`config.mk`:
```
export PLATFORM = sky130hd
export DESIGN_NAME = adc_spi_mux_controller
export DESIGN_NICKNAME = d
export VERILOG_FILES = /design/src/rtl/adc_spi_mux_controller.sv
export SDC_FILE = /design/constraint.sdc
export NUM_CORES = 1
export LEC_CHECK = 0
export CORE_UTILIZATION = 50
export DETAILED_ROUTE_END_ITERATION = 8
export PLACE_DENSITY = 0.82
export SETUP_SLACK_MARGIN = 0.3
export SYNTH_ARGS = -nofsm -noshare
export SYNTH_HDL_FRONTEND = slang
export SYNTH_SLANG_ARGS = --single-unit
```
`constraint.sdc`:
```
create_clock -name clk -period 2.31 [get_ports clk]
set_input_delay 0.462 -clock clk [delete_from_list [all_inputs] [get_ports clk]]
set_output_delay 0.462 -clock clk [all_outputs]
set_load 0.005 [all_outputs]
```
`src/rtl/adc_spi_mux_controller.sv`:
```
// Multi-channel SPI ADC controller: trigger + channel in, framed SPI transfer, tagged sample out.
// Optional auto-trigger with round-robin channel selection when ADC_AUTO_TRIG_EN is defined.
module adc_spi_mux_controller #(
    parameter int unsigned DATA_W      = 12,
    parameter int unsigned FRAME_W     = 16,
    parameter int unsigned CH_NUM      = 8,
    parameter int unsigned CH_W        = 3,
    parameter int unsigned ADDR_POS    = 2,
    parameter int unsigned CLK_DIV     = 2,
    parameter int unsigned CS_SETUP    = 2,
    parameter int unsigned CS_GAP      = 2,
    parameter int unsigned AUTO_PERIOD = 100
) (
    input  logic              clk,
    input  logic              rstn,
    input  logic              adc_trig,
    input  logic [CH_W-1:0]   adc_ch,
`ifdef ADC_AUTO_TRIG_EN
    input  logic              adc_auto,
`endif
    output logic              adc_busy,
    output logic              adc_dval,
    output logic [DATA_W-1:0] adc_data,
    output logic [CH_W-1:0]   adc_data_ch,
    output logic              adc_err,
    output logic              adc_csn,
    output logic              adc_sclk,
    output logic              adc_sdi,
    input  logic              adc_sdo
);

    localparam int unsigned CNT_MAX0 = (CS_SETUP > 2 * CLK_DIV) ? CS_SETUP : 2 * CLK_DIV;
    localparam int unsigned CNT_MAX  = (CS_GAP > CNT_MAX0) ? CS_GAP : CNT_MAX0;
    localparam int unsigned CNT_W    = $clog2(CNT_MAX);
    localparam int unsigned BIT_W    = (FRAME_W > 1) ? $clog2(FRAME_W) : 1;

    if (DATA_W < 1 || FRAME_W < DATA_W || CH_NUM < 1 || CH_NUM > (1 << CH_W) ||
        ADDR_POS + CH_W > FRAME_W || CLK_DIV < 1 || CS_SETUP < 1 || CS_GAP < 1 ||
        AUTO_PERIOD < 1) begin : g_param_err
        $error("adc_spi_mux_controller: illegal parameter combination");
    end

    typedef enum logic [1:0] {StIdle, StSetup, StShift, StGap} state_e;

    state_e              state_q, state_d;
    logic [CNT_W-1:0]    cnt_q, cnt_d;
    logic [BIT_W-1:0]    bit_q, bit_d;
    logic [CH_W-1:0]     ch_q, ch_d;
    logic [DATA_W-1:0]   shreg_q, shreg_d;
    logic [DATA_W-1:0]   data_q, data_d;
    logic [CH_W-1:0]     data_ch_q, data_ch_d;
    logic                csn_q, csn_d;
    logic                sclk_q, sclk_d;
    logic                sdi_q, sdi_d;
    logic                dval_q, dval_d;
    logic                err_q, err_d;
    logic                trig_eff;
    logic [CH_W-1:0]     ch_eff;
    logic                ch_ok;

    // Channel address occupies frame bits ADDR_POS..ADDR_POS+CH_W-1, MSB first; all else is 0.
    function automatic logic frame_bit(input logic [BIT_W-1:0] idx, input logic [CH_W-1:0] ch);
        logic b;
        b = 1'b0;
        for (int k = 0; k < int'(CH_W); k++) begin
            if (32'(idx) == ADDR_POS + 32'(k)) b = ch[CH_W-1-k];
        end
        return b;
    endfunction

`ifdef ADC_AUTO_TRIG_EN
    localparam int unsigned AP_W = (AUTO_PERIOD > 1) ? $clog2(AUTO_PERIOD) : 1;

    logic [AP_W-1:0] auto_cnt_q, auto_cnt_d;
    logic [CH_W-1:0] rr_q, rr_d;

    // Counters are held at zero while auto mode is off, so a rising adc_auto restarts both.
    assign trig_eff = adc_auto ? (auto_cnt_q == '0) : adc_trig;
    assign ch_eff   = adc_auto ? rr_q : adc_ch;

    always_comb begin
        auto_cnt_d = '0;
        rr_d       = '0;
        if (adc_auto) begin
            auto_cnt_d = (auto_cnt_q == AP_W'(AUTO_PERIOD - 1)) ? '0 : auto_cnt_q + 1'b1;
            rr_d       = rr_q;
            if (trig_eff && state_q == StIdle) begin
                rr_d = (rr_q == CH_W'(CH_NUM - 1)) ? '0 : rr_q + 1'b1;
            end
        end
    end

    always_ff @(posedge clk) begin
        if (!rstn) begin
            auto_cnt_q <= '0;
            rr_q       <= '0;
        end else begin
            auto_cnt_q <= auto_cnt_d;
            rr_q       <= rr_d;
        end
    end
`else
    assign trig_eff = adc_trig;
    assign ch_eff   = adc_ch;
`endif

    always_comb begin
        state_d   = state_q;
        cnt_d     = cnt_q;
        bit_d     = bit_q;
        ch_d      = ch_q;
        shreg_d   = shreg_q;
        data_d    = data_q;
        data_ch_d = data_ch_q;
        csn_d     = csn_q;
        sclk_d    = sclk_q;
        sdi_d     = sdi_q;
        dval_d    = 1'b0;
        err_d     = 1'b0;
        ch_ok     = ({1'b0, ch_eff} < (CH_W + 1)'(CH_NUM));

        if (trig_eff && (state_q != StIdle || !ch_ok)) err_d = 1'b1;

        unique case (state_q)
            StIdle: begin
                if (trig_eff && ch_ok) begin
                    state_d = StSetup;
                    ch_d    = ch_eff;
                    cnt_d   = '0;
                    csn_d   = 1'b0;
                end
            end
            StSetup: begin
                if (cnt_q == CNT_W'(CS_SETUP - 1)) begin
                    state_d = StShift;
                    cnt_d   = '0;
                    bit_d   = '0;
                    sclk_d  = 1'b0;
                    sdi_d   = frame_bit('0, ch_q);
                end else begin
                    cnt_d = cnt_q + 1'b1;
                end
            end
            StShift: begin
                cnt_d = cnt_q + 1'b1;
                // End of low half: SCLK rises here, so this is the SDO sample point.
                if (cnt_q == CNT_W'(CLK_DIV - 1)) begin
                    sclk_d = 1'b1;
                    if (32'(bit_q) >= FRAME_W - DATA_W) begin
                        shreg_d = (shreg_q << 1) | DATA_W'(adc_sdo);
                    end
                end
                if (cnt_q == CNT_W'(2 * CLK_DIV - 1)) begin
                    cnt_d = '0;
                    if (bit_q == BIT_W'(FRAME_W - 1)) begin
                        state_d   = StGap;
                        csn_d     = 1'b1;
                        sdi_d     = 1'b0;
                        dval_d    = 1'b1;
                        data_d    = shreg_q;
                        data_ch_d = ch_q;
                    end else begin
                        bit_d  = bit_q + 1'b1;
                        sclk_d = 1'b0;
                        sdi_d  = frame_bit(bit_q + 1'b1, ch_q);
                    end
                end
            end
            StGap: begin
                if (cnt_q == CNT_W'(CS_GAP - 1)) begin
                    state_d = StIdle;
                    cnt_d   = '0;
                end else begin
                    cnt_d = cnt_q + 1'b1;
                end
            end
            default: state_d = StIdle;
        endcase
    end

    always_ff @(posedge clk) begin
        if (!rstn) begin
            state_q   <= StIdle;
            cnt_q     <= '0;
            bit_q     <= '0;
            ch_q      <= '0;
            shreg_q   <= '0;
            data_q    <= '0;
            data_ch_q <= '0;
            csn_q     <= 1'b1;
            sclk_q    <= 1'b1;
            sdi_q     <= 1'b0;
            dval_q    <= 1'b0;
            err_q     <= 1'b0;
        end else begin
            state_q   <= state_d;
            cnt_q     <= cnt_d;
            bit_q     <= bit_d;
            ch_q      <= ch_d;
            shreg_q   <= shreg_d;
            data_q    <= data_d;
            data_ch_q <= data_ch_d;
            csn_q     <= csn_d;
            sclk_q    <= sclk_d;
            sdi_q     <= sdi_d;
            dval_q    <= dval_d;
            err_q     <= err_d;
        end
    end

    assign adc_busy    = (state_q != StIdle);
    assign adc_dval    = dval_q;
    assign adc_data    = data_q;
    assign adc_data_ch = data_ch_q;
    assign adc_err     = err_q;
    assign adc_csn     = csn_q;
    assign adc_sclk    = sclk_q;
    assign adc_sdi     = sdi_q;

endmodule
```
; Word level (Yosys, flattened, before mapping)
; Index checks and enable logic that the tools add are counted.
; Widths: inputs -> output; s select.
[totals]
register_bits = 43
inputBits = 7
output_inout_bits = 21
elab_cells = 77
[classes]
addsub = 2
n_lt_le_gt_ge = 1
eq_ne = 15
muxes = 31
bitwise = 1
reduce_logical = 15
[op_table]
columns = op, n
row1 = $mux 2, 8
row2 = $mux 1, 14
row3 = $mux 4, 3
row4 = $ne 2x2->1 const B, 6
row5 = $or 12x1->12, 1
row6 = $reduce_and 3->1, 4
row7 = $eq 4x2->1 const B, 2
row8 = $pmux 2 s4, 1
row9 = $pmux 4 s2, 1
row10 = $reduce_and 4->1, 2
row11 = $eq 2x2->1 const B, 3
row12 = $pmux 1 s2, 3
row13 = $pmux 2 s3, 1
row14 = $reduce_bool 2->1, 3
row15 = $reduce_and 5->1, 1
row16 = $add 4x1->4 const B, 1
row17 = $eq 2x1->1 const B, 2
row18 = $eq 4x3->1 const B, 1
row19 = $eq 4x4->1 const B, 1
row20 = $ge 4x3->1 const B, 1
row21 = $reduce_and 2->1, 2
row22 = $add 2x1->2 const B, 1
row23 = $logic_not 2->1, 1
row24 = $reduce_or 2->1, 1
row25 = $logic_and 1x1->1, 1

; Longest topological paths before layout
; Gate-level depths: netlist of the first run.
[logic_depth]
ltp_word = 8
mapped_depth = 8

; Least setup slack after synthesis of the first run
; OpenSTA, ideal clock, no wires.
[synth_path]
path_type = register to register
start = reg state_q[0]
end = reg state_q[1]
t_arrival_ns = 1.382
t_required_ns = 2.179
setup_slack_ns = 0.797
stages_incl_launch_ff = 7
n_path_buf = 1
synth_period_minus_slack_ns = 1.513
path_cell_list = dfxtp_1 > inv_1 > ha_1 > buf_2 > nor2b_1 > a2111oi_4 > o21ai_0
[synth_via]
elab_chain_cells = 3
word_cells_on_any_way = 11
classes_between = eq/ne (8) / mux (1) / reduce/logical (2)
[synth_lines]
columns = item, line_no
row1 = start: declaration, 45  ; state_e state_q, state_d;
row2 = start signal: assignment, 183  ; state_q <= StIdle;
row3 = start signal: assignment, 196  ; state_q <= state_d;
row4 = "$eq 2x2->1, or another cell as far along", 124  ; unique case (state_q)
row5 = $ne 2x2->1 (no line), -
row6 = $reduce_and 5->1 (no line), -
; Several ways; a longest one is shown, not always the timed one.
; A chain may end at the register's enable or synchronous reset.

; Worst setup path after layout of the first run
[layout_path]
start = reg state_q[1]
end = out adc_busy
[layout_via]
elab_chain_cells = 1
[layout_lines]
columns = item, line_no
row1 = $reduce_bool 2->1, 211  ; assign adc_busy = (state_q != StIdle);
row2 = end: declaration, 21  ; output logic adc_busy,
; No other way between the ends.

==> results by group, run 1 <==
Synthesis
  – Synth async-reset ratio: 0%
  – Synth top area share: 44.9%
  – Register area share after synthesis: 44.9%
  – Syn Area/Cell: 9.17 µm²
  – Post-Syn Area: 1920 µm²
  – Cell accounting for the most synthesized area: dfxtp_1
  – Top-count cell post-synth: nand2_1
  – FF+latch count, synth: 43
  – Distinct cells, synth: 36
  – Top cells by area, synth: dfxtp_1 (45%), nand2_1 (8.6%), a21boi_0 (7.8%)
  – EDFF count, synth: 0
  – Yosys Warn Count: 0
  – Commonest cells post-synth: nand2_1 (44), dfxtp_1 (43), a21boi_0 (20)
  – Post-Synthesis Cells: 209
  – Top_reg_cell synth: dfxtp_1
  – Syn nets: 226

CTS
  – Clock buffer depth: 2
  – CTS tree: yes
  – Worst-path clk slew: 80 ps
  – Worst-Skew Late Latency: 290 ps
  – Clock root cell: clkbuf_8
  – Clk sink count: 43
  – CTS buffer count: 5
  – H-tree depth: 2

Routing
  – Via count: 1470
  – Post-route ant nets: 0
  – Iter 0 DRT Violations: 94
  – DRC viols: 0
  – Final wirelength: 3450 µm
  – Drt wl/cell: 11.9 µm
  – DR pass1 iterations: 4
  – Via density: 5.09

Worst setup path
  – Crit end category: output pin
  – RR Startpoint: bit_q[0]$_SDFFE_PN0P_
  – CP Class: reg2out
  – Crit-path max FO: 5
  – Crit path DAT: 1480 ps
  – Critical Path Max Stage Delay: 500 ps
  – Worst Reg-to-Reg Cells: 5
  – FF-to-FF setup slack: 570 ps
  – Worst setup path start: state_q[1]$_SDFFE_PN0P_
  – R2r endpoint: state_q[1]$_SDFFE_PN0P_
  – Critical Path, Cell by Cell: inv_1, ha_4, inv_2, clkdlybuf4s50_1
  – Critical path launch point type: register
  – Worst setup path end: adc_busy
  – Worst path slowest cell: clkdlybuf4s50_1
  – Req. time, crit path: 1850 ps

Floorplan
  – Initial Util: 52.3%
  – IO Pins: 28
  – Core area: 3660 µm²
  – Die Area: 4080 µm²
  – Die height: 63.9 µm
  – FP Rows: 22
  – Chip Width: 63.9 µm

Cells and area
  – Fin nets: 258
  – Multi-input logic area: 988 µm²
  – Non-filler instance count after layout: 289
  – # diodes: 0
  – Fill cells: 293
  – Area Overhead vs Synth: 23.8%
  – Sequential Area: 863 µm²
  – Share of layout cells above drive strength 1: 9.54%

STA
  – Setup Viol. Count Final: 0
  – Slew Limit Fails: 0
  – Final Hold Fails: 0
  – Setup Skew: 6.56 ps
  – Setup TNS: 0 ps
  – Final Cycle Share: 83.9%
  – Worst Tran Pin Value: 667 ps
  – Slew margin rel.: 55.4%
  – Final min period: 1940 ps
  – RSZ-0062 raised after global routing: false
  – Peak Freq: 516 MHz

Power and ir drop
  – Cell area power density: 767 nW/µm²
  – Overall power: 0.00182 W
  – Leak: 0.944 nW
  – Worst VDD drop: 0.508 mV

Global routing
  – Initial antenna violation count: 0
  – Vias in the first global route: 1366
  – Global-route wire length before repair: 5930 µm
  – Gr usage total: 18.8%
  – Largest net degree at the start of global routing: 27
  – GRT overflow: 0

Outcome
  – Outcome: completed

Job
  – MaxCap Viol Count: 0

Place
  – HPWL after detailed placement: 2450 µm
  – PortBufs: 27
  – Dpl cells: 280
  – Gpl congestion: 0.767

Worst hold path
  – Worst Hold Class: reg2reg
  – Worst hold stages: 2
==> metal layers <==
layer / up-vias / global-route usage (%) / wire [µm]
met5: - / 0 / 0
met1: 675 / 21.3 / 1660
met3: 2 / 6.43 / 113
li1: 769 / - / -
met2: 24 / 31.9 / 1670
met4: 0 / 8.24 / 8
==> stage by stage <==
stage,utilization (%),instance area (µm²),worst slack [ps],hold slack [ps]
floorplan,-,1920,797,441
global placement,61.6,2250,464,444
detailed placement,61.6,2250,416,449
CTS,64.4,2360,327,460
global route,64.8,2370,304,476
finish,64.8,2370,372,455
==> power breakdown <==
group          switching, W  leakage (nW)  total (W)  internal, W
clock              0.000234        0.0470   0.000468     0.000234
sequential        0.0000382         0.348   0.000830     0.000792
combinational      0.000267         0.548   0.000521     0.000254
==> flip-flops by register name, indices dropped and copies added, names as in the netlist <==
register,cells
adc_sclk,1
adc_sdi,1
adc_data_ch,3
bit_q,4
adc_data,12
adc_csn,1
adc_err,1
shreg_q,12
adc_dval,1
ch_q,3
cnt_q,2
state_q,2
==> timing repair <==
| item | 4_1_cts | 5_1_grt |
|---|---|---|
| hold buffers | 0 | 0 |
| resized for setup | 5 | 0 |
| endpoints found under the hold margin | 0 | 0 |
| setup endpoints to repair | 1 | 1 |
| buffers inserted | 0 | 2 |
==> worst max-delay path: cells and delay by family (launching register included) <==
family     cells  cell delay (ps)
fa+ha+maj      1              180
buf+inv        3              650
flops          1              350
==> cells in the final DEF, fill, tap and decap left out, drive strengths merged <==
master / instances
a221oi: 1
nor2b: 15
a31oi: 1
clkdlybuf4s50: 27
o21ba: 1
buf: 8
a41o: 1
a2111oi: 1
ha: 10
clkbuf: 6
nand3b: 1
nor3: 2
o22ai: 3
inv: 8
a21oi: 2
o21bai: 1
nand2: 44
o31ai: 2
o21a: 1
dfxtp: 43
mux2i: 12
o211ai: 3
a21boi: 21
nand2b: 1
o211a: 1
or3: 1
o21ai: 4
and2: 1
a31o: 1
nand3: 8
nor3b: 1
nor2: 5
clkinv: 1
xor2: 1
and3: 2
==> worst min path at each step <==
stage                                    from                   endpoint  slack [ps]
CTS                  adc_data[4]$_SDFFE_PN0P_   adc_data[4]$_SDFFE_PN0P_         460
global placement     adc_data[4]$_SDFFE_PN0P_   adc_data[4]$_SDFFE_PN0P_         440
global route        adc_data[11]$_SDFFE_PN0P_  adc_data[11]$_SDFFE_PN0P_         480
finish               adc_data[4]$_SDFFE_PN0P_   adc_data[4]$_SDFFE_PN0P_         450
detailed placement   adc_data[4]$_SDFFE_PN0P_   adc_data[4]$_SDFFE_PN0P_         450
floorplan            shreg_q[11]$_SDFFE_PN0P_  adc_data[11]$_SDFFE_PN0P_         440
==> logic make-up (layout without fill, tap and decap cells) <==
logic type               count (synthesis)  count (layout)  synth area share, %
AO/OA/AOI/OAI                           44              44                 17.8
multiplexers                            12              12                 6.27
AND/OR/NAND/NOR                         81              81                 19.9
adder cells (fa/ha/maj)                 10              10                 6.53
XOR/XNOR                                 1               1                0.457
flip-flops                              43              43                 44.9
buffers and inverters                   18              50                 4.11
==> layout make-up <==
class	count	share of cell area, %
Inverter	8	1.27
Sequential cell	43	36.4
Tap cell	48	2.53
Timing Repair Buffer	35	14.5
Multi-Input combinational cell	148	41.7
Clock inverter	1	0.211
Clock buffer	6	3.48
No activity file was read; power rests on OpenSTA's default activity.
==> run 2: changes to the inputs <==
CORE_UTILIZATION = 48   (was 50)
PLACE_DENSITY = 0.83   (was 0.82)
clock period = 1.6 ns   (was 2.31 ns; I/O delays follow)
==> results by group, run 2 (same netlist as run 1, synthesis figures left out) <==
CTS
  – Worst-Skew Late Latency: 300 ps (about the same)
  – Clk sink count: 43 (unchanged)
  – Worst-path clk slew: 90 ps (about the same)
  – CTS tree: yes
  – H-tree depth: 2 (unchanged)
  – CTS Hold Bufs: 0 (unchanged)
  – Clock root cell: clkbuf_8
  – Clock buffer depth: 2 (unchanged)
  – CTS buffer count: 5 (unchanged)

STA
  – Slew Limit Fails: 0 (unchanged)
  – Final min period: 1510 ps
  – Setup Viol. Count Final: 0 (unchanged)
  – Peak Freq: 662 MHz
  – Setup Skew: 9.07 ps (+2.51 ps)
  – Final Hold Fails: 0 (unchanged)
  – Worst Tran Pin Value: 335 ps (-332 ps)
  – Setup TNS: 0 ps (unchanged)
  – Slew margin rel.: 77.7% (+22 points)
  – WHS: 451 ps (-3.96 ps)
  – Final Cycle Share: 94.4%
  – RSZ-0062 raised after global routing: true

Worst setup path
  – Critical path launch point type: register
  – Crit end category: register
  – Req. time, crit path: 1830 ps (-20 ps)
  – CP Class: reg2reg
  – Crit path DAT: 1740 ps (+260 ps)
  – Crit-path max FO: 6 (+1)

Floorplan
  – Initial Util: 51.2% (-1.2 points)
  – Core area: 3740 µm² (+2.3%)
  – FP Rows: 22 (unchanged)
  – Die height: 65.2 µm (+2.0%)
  – Chip Width: 65.2 µm (+2.0%)
  – Die Area: 4250 µm² (+4.0%)
  – IO Pins: 28 (unchanged)

Cells and area
  – Fin nets: 274 (+6.2%)
  – Fin util: 74.1% (+9.3 points)
  – Share of layout cells above drive strength 1: 34.9% (+25 points)
  – Fill cells: 266 (-9.2%)
  – Commonest non-fill, non-tap cell in the layout: nand2_1
  – Area Overhead vs Synth: 44.7%
  – Most frequent cells in the layout: nand2_1 (39), dfxtp_1 (24), dlygate4sd2_1 (19), dfxtp_2 (15), buf_4 (14)
  – # diodes: 0 (unchanged)

Power and ir drop
  – Worst VDD drop: 0.744 mV (+47%)
  – Sequential power share: 37.8% (-7.8 points)
  – Internal power: 0.00220 W (+72%)
  – NetSw: 0.00102 W (+89%)
  – Clock Power Share: 24.4% (-1.3 points)
  – Combinational share of power: 37.8% (+9.1 points)
  – Net Sw Frac: 31.6% (+2.0 points)
  – Cell area power density: 1160 nW/µm² (+51%)
  – Leak: 1.17 nW (+24%)

Global routing
  – Vias in the first global route: 1514 (+11%)
  – Initial antenna violation count: 0 (unchanged)
  – Global-route wire length before repair: 6980 µm (+18%)
  – Gr usage total: 21.7% (+2.9 points)
  – Largest net degree at the start of global routing: 23 (-15%)
  – GRT overflow: 0 (unchanged)

Place
  – HPWL after detailed placement: 2620 µm (+7.0%)
  – Gpl congestion: 0.810 (+5.6%)
  – PortBufs: 27 (unchanged)

Routing
  – Drt wl/cell: 14.8 µm (+24%)
  – Post-route ant nets: 0 (unchanged)
  – Final wirelength: 4540 µm (+32%)
  – Iter 0 DRT Violations: 73 (-22%)
  – Via count: 1621 (+10%)
  – Via density: 5.30 (+4.1%)
  – DR pass1 iterations: 4 (unchanged)
  – DRC viols: 0 (unchanged)

Worst hold path
  – Worst Hold Class: reg2reg

Outcome
  – Outcome: completed

Job
  – MaxCap Viol Count: 0 (unchanged)
[run 2: path summary, 6_finish.rpt]
check                           startpoint  depth (start not counted)  slack (ps)                       end
setup reg to reg   state_q[1]$_SDFFE_PN0P_                          6          90   state_q[1]$_SDFFE_PN0P_
setup / recovery   state_q[1]$_SDFFE_PN0P_                          6          90   state_q[1]$_SDFFE_PN0P_
hold / removal    adc_data[9]$_SDFFE_PN0P_                          2         450  adc_data[9]$_SDFFE_PN0P_
hold reg to reg   adc_data[9]$_SDFFE_PN0P_                          2         450  adc_data[9]$_SDFFE_PN0P_
[run 2: timing repair]
item,CTS,global route
endpoints found under the setup margin,58,41
gates cloned,1,1
buffers inserted,9,4
pin swaps,10,16
gates resized for setup,54,39
[run 2: worst max-delay path: stages, from the launching register on]
cell	delay (ps)
dfxtp_4	360
buf_6	120
ha_4	180
buf_6	120
a2111oi_4	400
nand3_1	130
o21ai_1	110
[run 2: layout make-up]
cell class | instances | area (µm²) | share of cell area, %
multi-input combinational | 149 | 1220 | 44.0
sequential | 43 | 895 | 32.3
timing repair buffer | 50 | 457 | 16.5
clock buffer | 6 | 93.8 | 3.38
tap | 48 | 60.1 | 2.17
inverter | 8 | 35.0 | 1.26
clock inverter | 2 | 13.8 | 0.496
[run 2: per-layer routing]
layer	share of wire [%]	routed length, µm	GRT usage (%)
met5	0	0	0
met4	2.3	104	10.1
met3	3.3	151	5.21
met2	49	2240	33.6
met1	45	2050	28.3
[run 2: power by group through the flow]
stage	clock network [W]	logic (W)	registers, W
floorplan	0	0.000640	0.00123
global placement	0	0.000843	0.00124
detailed placement	0	0.000858	0.00124
CTS	0.000789	0.00105	0.00121
global route	0.000841	0.00129	0.00123
finish	0.000785	0.00122	0.00122
[run 2: through the flow]
| stage | worst slack, ps | std cells | total power, W | cell area (µm²) |
|---|---|---|---|---|
| 2_1_floorplan | 236 | 209 | 0.00187 | 2050 |
| 3_3_place_gp | 120 | 283 | 0.00208 | 2390 |
| 3_5_place_dp | 88.7 | 283 | 0.00210 | 2390 |
| 4_1_cts | 137 | 301 | 0.00305 | 2650 |
| 5_1_grt | 36.2 | 306 | 0.00337 | 2770 |
| 6_report | 89.9 | 306 | 0.00322 | 2770 |
==> RTL edit (flow settings as in run 2) <==
Take the reset off `shreg_q` and load it in a clocked block of its own.
--- a/src/rtl/adc_spi_mux_controller.sv
+++ b/src/rtl/adc_spi_mux_controller.sv
@@ -185,5 +185,4 @@
             bit_q     <= '0;
             ch_q      <= '0;
-            shreg_q   <= '0;
             data_q    <= '0;
             data_ch_q <= '0;
@@ -198,5 +197,4 @@
             bit_q     <= bit_d;
             ch_q      <= ch_d;
-            shreg_q   <= shreg_d;
             data_q    <= data_d;
             data_ch_q <= data_ch_d;
@@ -207,4 +205,8 @@
             err_q     <= err_d;
         end
+    end
+
+    always_ff @(posedge clk) begin
+        shreg_q <= shreg_d;
     end
 
Formal check against the unedited RTL: same outputs for any inputs over 10 cycles, from zero or initial values and one cycle with rstn low; that may be too few to reach the edited logic, so the function may still have changed.
==> RTL edit against run 2 <==
Design area fell by 1.9%. Power up 4.7%. Wire length shrank 1.6%. Synthesized area decreased by 2.2%. Sequential cell count did not move. Setup slack lost 0.090 ns. First-iteration DRC count grew 62%. Clock power rose by 9.9%. Critical path depth grew 1. Largest cell class unchanged. Highest routed layer unchanged.
==> RTL edit: results (changes against run 2) <==
Place
  • Area after DPL: 0.00235 mm2 (-2.0%)
  • Final HPWL DP: 2.41 mm (-7.9%)
  • Final RePlAce weighted congestion: 0.820 (+1.3%)
  • Pre-CTS setup slack: 0.0243 ns (-0.0644 ns)

Hold path
  • Hold wc startpoint: adc_data_ch[2]
  • Hold depth: 2 (unchanged)
  • Hold EP: adc_data_ch[2]

Clock tree
  • Postcts setup bufs: 9 (unchanged)
  • Clock transition at path regs: 0.09 ns (about the same)

Power and ir drop
  • Switching power of the nets: 1.04 mW (+2.0%)
  • Leakage: 1.07 nW (-8.2%)
  • Worst VDD drop: 923 uV (+24%)

Synth
  • Top post-synthesis cells by area: dfxtp_1 33%, edfxtp_1 19%, nand2_1 8.8%
  • Top post-synthesis cells by count: 44 x nand2_1, 31 x dfxtp_1, 17 x a21boi_0
  • Post-synthesis sequential area ratio: 52.3% (+7.4 points)
  • Post-synth net total: 199 (-12%)
  • Netlist cell types: 39 (+8.3%)
  • Synth async-reset ratio: 0% (unchanged)
  • EDFF count, synth: 12 (+12)

Outcome
  • Status: completed

Final layout
  • Fill cell count: 257 (-3.4%)
  • Layout cells sized above 1: 40.3% (+5.5 points)
  • Sequential cell area share: 37.3% (+5.1 points)
  • Final net count: 249 (-9.1%)
  • Multi-input combinational area share: 37.6% (-6.4 points)
  • Buffers, non-clock: 49 (-2.0%)
  • Cell area after layout: 0.00272 mm2 (-1.9%)
  • Clk cell area share: 4.10% (+0.21 points)
  • Multi-input comb cells: 125 (-16%)
  • Buffering overhead: 17.7% (+1.2 points)
  • FFs & Latches: 43 (unchanged)

Drt
  • Final wirelength: 4.47 mm (-1.6%)
  • Initial DRC Count: 118 (+62%)
  • Via density: 5.45 (+2.9%)
  • DRT Pass-1 Iters: 4 (unchanged)

Timing
  • WHS: 0.442 ns (-0.00848 ns)
  • TNS Setup: 0 ns (unchanged)
  • Final Skew: 0.00752 ns (-0.00156 ns)
  • Crit share post-route: 100% (+5.6 points)
  • Slew at the pin closest to its max-slew limit: 0.344 ns (+0.00902 ns)

Worst setup path
  • Reg2reg setup slack: 0.00008 ns (-0.09 ns)
  • Worst setup path start: state_q[0]
  • FF-to-FF End: bit_q[2]
  • Worst reg2reg path depth: 7 (+1)
  • Max FO, Critical Path: 4 (-2)
  • CP arrival: 1.83 ns (+0.09 ns)

Global route
  • First-pass GRT wire length: 6.98 mm (-0.10%)
  • Global Route Usage Sum: 22.6% (+0.89 points)
  • Vias in the first global route: 1,469 (-3.0%)
  • Largest net degree at the start of global routing: 35 (+52%)

Floorplanning
  • Core footprint: 0.00372 mm2 (-0.74%)
RTL edit: changes by cell type after synthesis, moves of 3 or more:
| cell | run 2 | this run |
|---|---|---|
| a21boi_0 | 20 | 17 |
| a21boi_1 | 1 | 4 |
| clkbuf_1 | 5 | 2 |
| dfxtp_1 | 43 | 31 |
| edfxtp_1 | 0 | 12 |
| mux2i_1 | 12 | 0 |
| nor2b_1 | 15 | 2 |
RTL edit: critical path: stages, from the launching register on:
cell and delay (ns):
dfxtp_4 0.36, buf_6 0.12, buf_6 0.11, ha_4 0.16
nor2b_4 0.14, buf_12 0.12, or3_1 0.31, a31oi_1 0.20
RTL edit: metrics by stage:
stage / total power, mW / std cells
after floorplan: 1.87 / 182
after global placement: 2.12 / 261
after detailed placement: 2.14 / 261
after CTS: 3.23 / 279
after global routing: 3.50 / 281
final: 3.37 / 281
RTL edit: cell families (layout without fill, tap and decap cells):
logic type / count (synthesis) / after routing / share of synthesized area (%)
AOI/OAI and AO/OA: 44 / 44 / 18.3
xor gates and xnor gates: 1 / 1 / 0.467
adders and majority gates: 10 / 10 / 6.68
buffers and inverters: 15 / 65 / 4.27
DFF: 43 / 43 / 52.3
and+or+nand+nor: 69 / 70 / 18.0
RTL edit: power by group through the flow:
stage | Sequential [mW] | Clock, mW | Combinational [mW]
floorplan | 1.27 | 0 | 0.604
global placement | 1.27 | 0 | 0.856
detailed placement | 1.27 | 0 | 0.870
CTS | 1.25 | 0.854 | 1.13
global route | 1.26 | 0.906 | 1.34
finish | 1.25 | 0.863 | 1.25
RTL edit: per-layer routing:
layer / wire (um) / track usage, % / vias to the layer above
li1: - / - / 732
met1: 1890 / 28.3 / 732
met2: 2180 / 37.4 / 53
met3: 235 / 6.16 / 15
met4: 161 / 7.78 / 0
met5: 0 / 0 / -
